`config.mk`:
```
export PLATFORM = sky130hd
export DESIGN_NAME = calc_sequencer
export DESIGN_NICKNAME = d
export VERILOG_FILES = /design/src/rtl/calc_sequencer.sv
export SDC_FILE = /design/constraint.sdc
export NUM_CORES = 1
export LEC_CHECK = 0
export BUFFER_PORTS_ARGS = -buffer_cell sky130_fd_sc_hd__buf_2
export CELL_PAD_IN_SITES_DETAIL_PLACEMENT = 1
export CELL_PAD_IN_SITES_GLOBAL_PLACEMENT = 1
export CORE_ASPECT_RATIO = 0.9
export CORE_UTILIZATION = 50
export CTS_BUF_LIST = sky130_fd_sc_hd__clkbuf_8
export DETAILED_ROUTE_END_ITERATION = 16
export GPL_TIMING_DRIVEN = 1
export MAX_ROUTING_LAYER = met4
export PLACE_DENSITY = 0.89
export SLEW_MARGIN = 10
export SYNTH_ARGS = -nofsm -noshare
export SYNTH_HDL_FRONTEND = slang
export SYNTH_SLANG_ARGS = --single-unit
```
`constraint.sdc`:
```
create_clock -name clk -period 8.88 [get_ports clk]
set_input_delay 1.332 -clock clk [delete_from_list [all_inputs] [get_ports clk]]
set_output_delay 1.332 -clock clk [all_outputs]
set_load 0.02 [all_outputs]
```
`src/rtl/calc_sequencer.sv`:
```
// calc_sequencer: stage sequencer, operand/opcode capture and arithmetic unit
// for the calculator core. Operands are WIDTH-bit unsigned values. ADD, SUB,
// the bitwise operations and divide-by-zero finish in one CALC cycle. MUL, DIV
// and MOD iterate one bit per cycle and take exactly WIDTH CALC cycles.
//
// Handshake: busy is high on every CALC cycle. done pulses for one cycle on
// the first SHOW cycle, and the new answer/flags become valid in that same
// cycle. There is no ready input, because the result is held until the next
// CALC completes. Button pulses that arrive while busy is high are dropped.
//
// The FSM is one-hot, and `stage` carries the state register directly.
module calc_sequencer #(
   parameter int WIDTH = 16
) (
   input  logic                 clk,
   input  logic                 rst,
   input  logic                 btn_next,
   input  logic                 btn_prev,
   input  logic [WIDTH-1:0]     sw,
   output logic [4:0]           stage,
   output logic [WIDTH-1:0]     num_a,
   output logic [WIDTH-1:0]     num_b,
   output logic [2:0]           opcode,
   output logic                 busy,
   output logic                 done,
   output logic [2*WIDTH-1:0]   answer,
   output logic                 is_negative,
   output logic                 div_zero
);

   localparam int CNT_W = $clog2(WIDTH);
   localparam logic [CNT_W-1:0] LAST_STEP = CNT_W'(WIDTH - 1);

   localparam logic [2:0] OP_ADD = 3'b000;
   localparam logic [2:0] OP_SUB = 3'b001;
   localparam logic [2:0] OP_MUL = 3'b010;
   localparam logic [2:0] OP_DIV = 3'b011;
   localparam logic [2:0] OP_MOD = 3'b100;
   localparam logic [2:0] OP_AND = 3'b101;
   localparam logic [2:0] OP_OR  = 3'b110;
   localparam logic [2:0] OP_XOR = 3'b111;

   typedef enum logic [4:0] {
      ST_ENTER_A  = 5'b00001,
      ST_ENTER_B  = 5'b00010,
      ST_ENTER_OP = 5'b00100,
      ST_CALC     = 5'b01000,
      ST_SHOW     = 5'b10000
   } state_t;

   state_t state;

   // Iteration state. These registers are never routed to an output.
   logic [CNT_W-1:0]   iter_cnt;
   logic               long_op;
   logic [2*WIDTH-1:0] mul_acc;
   logic [2*WIDTH-1:0] mul_mcand;
   logic [WIDTH-1:0]   mul_mplier;
   logic [WIDTH:0]     div_rem;
   logic [WIDTH-1:0]   div_quo;

   // Combinational helpers.
   logic               next_only;
   logic               prev_only;
   logic               b_zero;
   logic               sw_long;
   logic [2*WIDTH-1:0] quick_answer;
   logic               quick_neg;
   logic               quick_dz;
   logic [2*WIDTH-1:0] mul_acc_step;
   logic [WIDTH:0]     div_shift;
   logic               div_ge;
   logic [WIDTH:0]     div_rem_step;
   logic [WIDTH-1:0]   div_quo_step;

   assign stage     = state;
   assign next_only = btn_next & ~btn_prev;
   assign prev_only = btn_prev & ~btn_next;
   assign b_zero    = (num_b == '0);

   // An operation iterates only for MUL, or for DIV/MOD with a non-zero divisor.
   assign sw_long = (sw[2:0] == OP_MUL) ||
                    (((sw[2:0] == OP_DIV) || (sw[2:0] == OP_MOD)) && !b_zero);

   // Single-cycle results. A DIV/MOD that reaches this path has a zero divisor.
   always_comb begin
      quick_answer = '0;
      quick_neg    = 1'b0;
      quick_dz     = 1'b0;
      case (opcode)
         OP_ADD: quick_answer = {{WIDTH{1'b0}}, num_a} + {{WIDTH{1'b0}}, num_b};
         OP_SUB: begin
            if (num_a >= num_b) begin
               quick_answer = {{WIDTH{1'b0}}, num_a - num_b};
            end else begin
               quick_answer = {{WIDTH{1'b0}}, num_b - num_a};
               quick_neg    = 1'b1;
            end
         end
         OP_DIV, OP_MOD: quick_dz = 1'b1;
         OP_AND: quick_answer = {{WIDTH{1'b0}}, num_a & num_b};
         OP_OR:  quick_answer = {{WIDTH{1'b0}}, num_a | num_b};
         OP_XOR: quick_answer = {{WIDTH{1'b0}}, num_a ^ num_b};
         default: quick_answer = '0;
      endcase
   end

   // One shift-add multiply step and one restoring-division step.
   always_comb begin
      mul_acc_step = mul_mplier[0] ? (mul_acc + mul_mcand) : mul_acc;
      div_shift    = {div_rem[WIDTH-1:0], div_quo[WIDTH-1]};
      div_ge       = (div_shift >= {1'b0, num_b});
      div_rem_step = div_ge ? (div_shift - {1'b0, num_b}) : div_shift;
      div_quo_step = {div_quo[WIDTH-2:0], div_ge};
   end

   // Stage FSM, operand capture, iteration and registered result outputs.
   always_ff @(posedge clk) begin
      if (rst) begin
         state       <= ST_ENTER_A;
         num_a       <= '0;
         num_b       <= '0;
         opcode      <= '0;
         busy        <= 1'b0;
         done        <= 1'b0;
         answer      <= '0;
         is_negative <= 1'b0;
         div_zero    <= 1'b0;
         iter_cnt    <= '0;
         long_op     <= 1'b0;
         mul_acc     <= '0;
         mul_mcand   <= '0;
         mul_mplier  <= '0;
         div_rem     <= '0;
         div_quo     <= '0;
      end else begin
         done <= 1'b0;
         case (state)
            ST_ENTER_A: begin
               if (next_only) begin
                  num_a <= sw;
                  state <= ST_ENTER_B;
               end
            end
            ST_ENTER_B: begin
               if (next_only) begin
                  num_b <= sw;
                  state <= ST_ENTER_OP;
               end else if (prev_only) begin
                  state <= ST_ENTER_A;
               end
            end
            ST_ENTER_OP: begin
               if (next_only) begin
                  opcode     <= sw[2:0];
                  state      <= ST_CALC;
                  busy       <= 1'b1;
                  long_op    <= sw_long;
                  iter_cnt   <= '0;
                  mul_acc    <= '0;
                  mul_mcand  <= {{WIDTH{1'b0}}, num_a};
                  mul_mplier <= num_b;
                  div_rem    <= '0;
                  div_quo    <= num_a;
               end else if (prev_only) begin
                  state <= ST_ENTER_B;
               end
            end
            ST_CALC: begin
               if (!long_op) begin
                  answer      <= quick_answer;
                  is_negative <= quick_neg;
                  div_zero    <= quick_dz;
                  busy        <= 1'b0;
                  done        <= 1'b1;
                  state       <= ST_SHOW;
               end else begin
                  mul_acc    <= mul_acc_step;
                  mul_mcand  <= {mul_mcand[2*WIDTH-2:0], 1'b0};
                  mul_mplier <= {1'b0, mul_mplier[WIDTH-1:1]};
                  div_rem    <= div_rem_step;
                  div_quo    <= div_quo_step;
                  iter_cnt   <= iter_cnt + CNT_W'(1);
                  if (iter_cnt == LAST_STEP) begin
                     if (opcode == OP_MUL) begin
                        answer <= mul_acc_step;
                     end else if (opcode == OP_DIV) begin
                        answer <= {{WIDTH{1'b0}}, div_quo_step};
                     end else begin
                        answer <= {{WIDTH{1'b0}}, div_rem_step[WIDTH-1:0]};
                     end
                     is_negative <= 1'b0;
                     div_zero    <= 1'b0;
                     busy        <= 1'b0;
                     done        <= 1'b1;
                     state       <= ST_SHOW;
                  end
               end
            end
            ST_SHOW: begin
               if (next_only) begin
                  state <= ST_ENTER_A;
               end else if (prev_only) begin
                  state <= ST_ENTER_OP;
               end
            end
            default: state <= ST_ENTER_A;
         endcase
      end
   end

endmodule
```
## Yosys cells after proc, flatten, opt, wreduce, memory -nomap -nowiden

Cells that the tools add are included.

| operators by class | value |
|---|---|
| add/subtract/negate cells | 6 |
| $mul | 0 |
| divide/modulo/power cells | 0 |
| $lt $le $gt $ge | 2 |
| eq/ne operators | 24 |
| shifts and indexed selects | 0 |
| mux-type cells | 47 |
| bitwise logic cells | 8 |
| reduce and logical (&&, ||, !) cells | 16 |

Operators by type and width:

| cell | number |
|---|---|
| $mux W32 | 8 |
| $mux W16 | 9 |
| $pmux W32 S2 | 2 |
| $pmux W16 S2 | 3 |
| $pmux W17 S5 | 1 |
| $sub A16 B16 Y16 | 3 |
| $mux W5 | 9 |
| $add A32 B32 Y32 | 1 |
| $pmux W5 S5 | 1 |
| $add A16 B16 Y17 | 1 |
| $ge A17 B16 Y1 | 1 |
| $and A16 B16 Y16 | 1 |
| $ge A16 B16 Y1 | 1 |
| $logic_not A16 Y1 | 1 |
| $or A16 B16 Y16 | 1 |
| $xor A16 B16 Y16 | 1 |
| $eq A3 B3 Y1 const B | 5 |
| $eq A3 B2 Y1 const B | 4 |
| $ne A3 B3 Y1 const B | 4 |
| $mux W1 | 10 |
| $mux W4 | 2 |
| $pmux W4 S2 | 1 |
| $reduce_and A2 Y1 | 4 |
| $ne A2 B2 Y1 const B | 3 |
| other kinds (20) | 26 |

| word-level totals | value |
|---|---|
| register bits after elaboration | 193 |
| bits in latches | 0 |
| memory bits (writable) | 0 |
| ROM bits | 0 |
| output and inout port bits | 76 |
| word-level logic and storage cells | 119 |
| memories kept | 0 |

## Longest topological paths before layout

| depth | value |
|---|---|
| depth after elaboration | 6 |
| mapped depth | 15 |
| mapped depth without buffers | 14 |

## Worst setup path after synthesis

OpenSTA, ideal clock, no wires.

| timing | value |
|---|---|
| kind | register -> register |
| from | register num_b[1] |
| to | register answer[11] |
| arrival time | 3214 ps |
| setup slack | 5580 ps |
| stages on the path, launching flop included | 13 |
| path buffers | 1 |
| period minus slack after synthesis | 3300 ps |
| cell sequence | dfxtp_1 > inv_1 > fa_1 > a21o_1 > a211oi_2 > o31ai_4 > o21a_1 > or2_1 > buf_6 > mux2i_4 > a2111oi_2 > a211oi_1 > a211oi_1 |

| on the way | value |
|---|---|
| word-level cells in the longest chain between the ends | 6 |
| elaborated cells between the ends (all ways) | 13 |

RTL lines:

| what | RTL line | text |
|---|---|---|
| start: declaration | 22 | `output logic [WIDTH-1:0] num_b,` |
| start signal: assignment | 147 | `num_b <= sw;` |
| $sub A16 B16 Y16 / $ge A17 B16 Y1 (equally long branches) | 113, 112 |  |
| $mux W16 | 113 | `div_rem_step = div_ge ? (div_shift - {1'b0, num_b}) : div_shift;` |
| $mux W16 | 187 | `end else if (opcode == OP_DIV) begin` |
| $mux W32 | 185 | `if (opcode == OP_MUL) begin` |
| $mux W32 | 184 | `if (iter_cnt == LAST_STEP) begin` |
| $mux W32 (*) | 170 | `if (!long_op) begin` |
| end signal: assignment | 171 | `answer <= quick_answer;` |
| end signal: assignment | 186 | `answer <= mul_acc_step;` |
| end signal: assignment | 188 | `answer <= {{WIDTH{1'b0}}, div_quo_step};` |
| end: declaration | 26 | `output logic [2*WIDTH-1:0] answer,` |

Every way passes the cells marked *; elsewhere a longest branch is shown, timed or not. The select of a mux whose other input is x is not followed.
A chain may end at the register's enable or synchronous reset.

## Final worst setup path

Ends and elaborated chain as after synthesis.

==> impl_metrics.csv <==
group,metric,value,unit
timing,whs,0.453,ns
flow_run,cap_violations,0,
logic_synthesis,yosys-top-cells-count,"240 x nand2_1, 202 x nor2_1, 193 x dfxtp_1",
clocking,htreeDepth,4,
global_route,grt_pass1_wl,78.4,mm
clocking,postCtsSetupRepairBufs,0,
timing,period_minus_slack,4.30,ns
setup_path,cp_max_fo,18,
setup_path,reg2reg_depth,11,
logic_synthesis,netlist.area_leader.share,28.6,%
drt,ant_nets,0,
timing,fin_crit_sh,48.4,%
pwr,p_leak,0.00600,µW
floorplan,core_area,0.0263,mm²
clocking,path_clk_slew,0.10,ns
timing,fin_ws,4.58,ns
drt,detail_route.wl_per_cell,23.8,µm
setup_path,max_stage_delay,0.66,ns
floorplan,io_pins,96,
logic_synthesis,synthFlopType,"dfxtp_1",
drt,drt_iter0_drc,1149,
logic_synthesis,synth_seq_cells,193,
logic_synthesis,synthCells,1762,
logic_synthesis,synth_edf_count,0,
pwr,powerDensity,158,mW/mm²
global_route,grt_pass1_vias,13484,
timing,fmax,233,MHz
drt,drc,0,
logic_synthesis,async_flop_share,0,%
timing,finalSetupViolCount,0,
timing,worstMarginPinSlew,1.28,ns
floorplan,dieHeight,158,µm
clocking,clkSinkCount,193,
setup_path,cpMaxStageDelayCell,"dfxtp_1",
logic_synthesis,ys_types,82,
global_route,overflow,0,
setup_path,cp_data_required_time,9.29,ns
drt,vias,13591,
floorplan,dieWidth,175,µm
floorplan,dieArea,0.0277,mm²
setup_path,worst_path_most_repeated_cell,"a211oi_1",
clocking,cts-root-buf,"clkbuf_8",
timing,hold_violations,0,
place,numPlacedInstances,2111,
layout,antenna_cells,0,
setup_path,arrival,4.70,ns
logic_synthesis,synth_area_leaders,"dfxtp_1 29%, ha_1 10%, nand2_1 6.7%",
timing,drv_slew,0,
min_path,worstHoldPathCells,2,
global_route,grt_use_total,38.2,%
min_path,min_path_type,"flip-flop to flip-flop",
logic_synthesis,synth_nets,1899,
drt,detail_route.vias_per_cell,6.35,
clocking,cts_resized,0,
layout,drive_gt1_share,10.6,%
setup_path,cp_cell_sequence,"inv_1 -> fa_1 -> a21o_1 -> a211oi_2 -> o31ai_4 -> o21a_1 -> or2_1 -> mux2i_4 -> a2111oi_2 -> a211oi_1 -> a211oi_1",
setup_path,cp-end-kind,"flip-flop",
logic_synthesis,synth_area,0.0135,mm²
layout,instances_no_fill,2142,
layout,syn2layout_area_growth,7.30,%
logic_synthesis,seq_area_frac_synth,28.6,%
logic_synthesis,yosysMostFrequentCell,"nand2_1",
status,status,"finished clean",
place,portBuffers,95,
clocking,numCtsBuffers,17,
clocking,hold_buffers,0,
pwr,power,2290,µW
setup_path,path_class,"flip-flop to flip-flop",
logic_synthesis,yosys.area.top_type,"dfxtp_1",
logic_synthesis,synth_warnings,0,
global_route,grt_max_degree,95,
clocking,clk_latency,0.51,ns
timing,max-slew-margin-rel,14.2,%
timing,rsz0062_at_grt,"false",
setup_path,start_kind,"flip-flop",
timing,tns,0,ns
layout,fin_nets,1919,
place,hpwl,38.3,mm
drt,first_pass_iters,5,
timing,clock_skew,0.0186,ns
floorplan,rows,56,
global_route,antenna_found_initial,0,
drt,drt_wl_total,51.1,mm
pwr,ir_worst_vdd,0.0822,mV
clocking,cts_tree,"done",
logic_synthesis,syn_avg_cell_area,7.68,µm²
place,place.gp.congestion,0.978,
floorplan,start_util,51.3,%
clocking,cts_max_path_buffers,2,
place,place_ws,4.71,ns
registers in the layout, indices dropped and copies added (netlist names), 3 cells and up:
signal      count
answer         32
mul_acc        32
mul_mcand      32
div_quo        16
div_rem        16
mul_mplier     16
num_a          16
num_b          16
stage           5
iter_cnt        4
opcode          3
worst max-delay path: cells and delay by family, from the launching register on:
| kind | cells | cell delay, ns |
|---|---|---|
| flops | 1 | 0.66 |
| simple gates | 1 | 0.65 |
| buf+inv | 1 | 0.30 |
| compound gates | 7 | 1.70 |
| fa+ha+maj | 1 | 0.49 |
| mux | 1 | 0.41 |
cell type report:
class,instances,area (µm²)
Clock buffer,17,234
Clock inverter,14,141
Fill cell,3344,11800
Inverter,71,269
Multi-Input combinational cell,1385,8940
Sequential cell,193,3860
Tap cell,348,435
Timing Repair Buffer,114,624
cell usage in the layout (no fill, tap or decap), types with 4 or more instances in the layout:
cell and count:
or2_2 4, a211oi_1 14, o31ai_1 11, nor2b_1 11
xnor2_1 42, o21ai_1 5, nor2_1 200, nand4_1 12
and3_1 9, o221ai_1 12, xor2_1 17, a22oi_1 5
dfxtp_1 192, a311oi_1 19, nor4_1 17, inv_1 71
nor3_1 26, a21oi_1 152, o211ai_1 13, nand3_1 55
o2111ai_1 4, buf_4 19, mux2i_1 74, nand2b_1 13
nand2_1 239, clkbuf_8 17, o21bai_1 18, and2_1 8
a221oi_1 7, o22ai_1 4, o21ai_0 81, ha_1 112
fa_1 5, buf_2 94, a31oi_1 64, a221o_1 4
mux2_2 15, o21a_1 8, or3_1 10, a21o_1 34
cells by family (layout without fill, tap and decap cells):
family,Yosys count,in the layout,share of synthesized area (%)
AOI/OAI and AO/OA,493,493,23.6
buffers and inverters,184,216,5.49
muxes,93,93,7.25
xor gates and xnor gates,59,59,3.82
adders and majority gates,117,117,11.1
and+or+nand+nor,623,623,20.2
DFF,193,193,28.6
stage by stage:
stage,util [%],cell area [µm²]
global placement,53.7,14100
floorplan,-,13500
detailed placement,53.7,14100
finish,55.1,14500
CTS,55.1,14500
global route,55.1,14500
report_power, final:
| group | switching, µW | total, µW | internal, µW |
|---|---|---|---|
| logic | 474 | 757 | 284 |
| clock network | 344 | 592 | 248 |
| registers | 51.0 | 942 | 891 |
worst paths after layout:
check | startpoint | end | slack, ns
worst max-delay path | num_b[1]$_SDFFE_PP0P_ | answer[11]$_SDFFE_PP0P_ | 4.58
worst min-delay path | answer[30]$_SDFFE_PP0P_ | answer[30]$_SDFFE_PP0P_ | 0.45
worst max register to register | num_b[1]$_SDFFE_PP0P_ | answer[11]$_SDFFE_PP0P_ | 4.58
worst min register to register | answer[30]$_SDFFE_PP0P_ | answer[30]$_SDFFE_PP0P_ | 0.45
layer usage:
| layer | part of all wire, % | track usage (%) | wire (µm) |
|---|---|---|---|
| met3 | 5.6 | 5.60 | 2870 |
| met4 | 3.7 | 15.4 | 1890 |
| met5 | 0 | - | 0 |
| met2 | 46 | 60.5 | 23300 |
| met1 | 45 | 48.9 | 23000 |
Power figures use the tool's default switching activity.
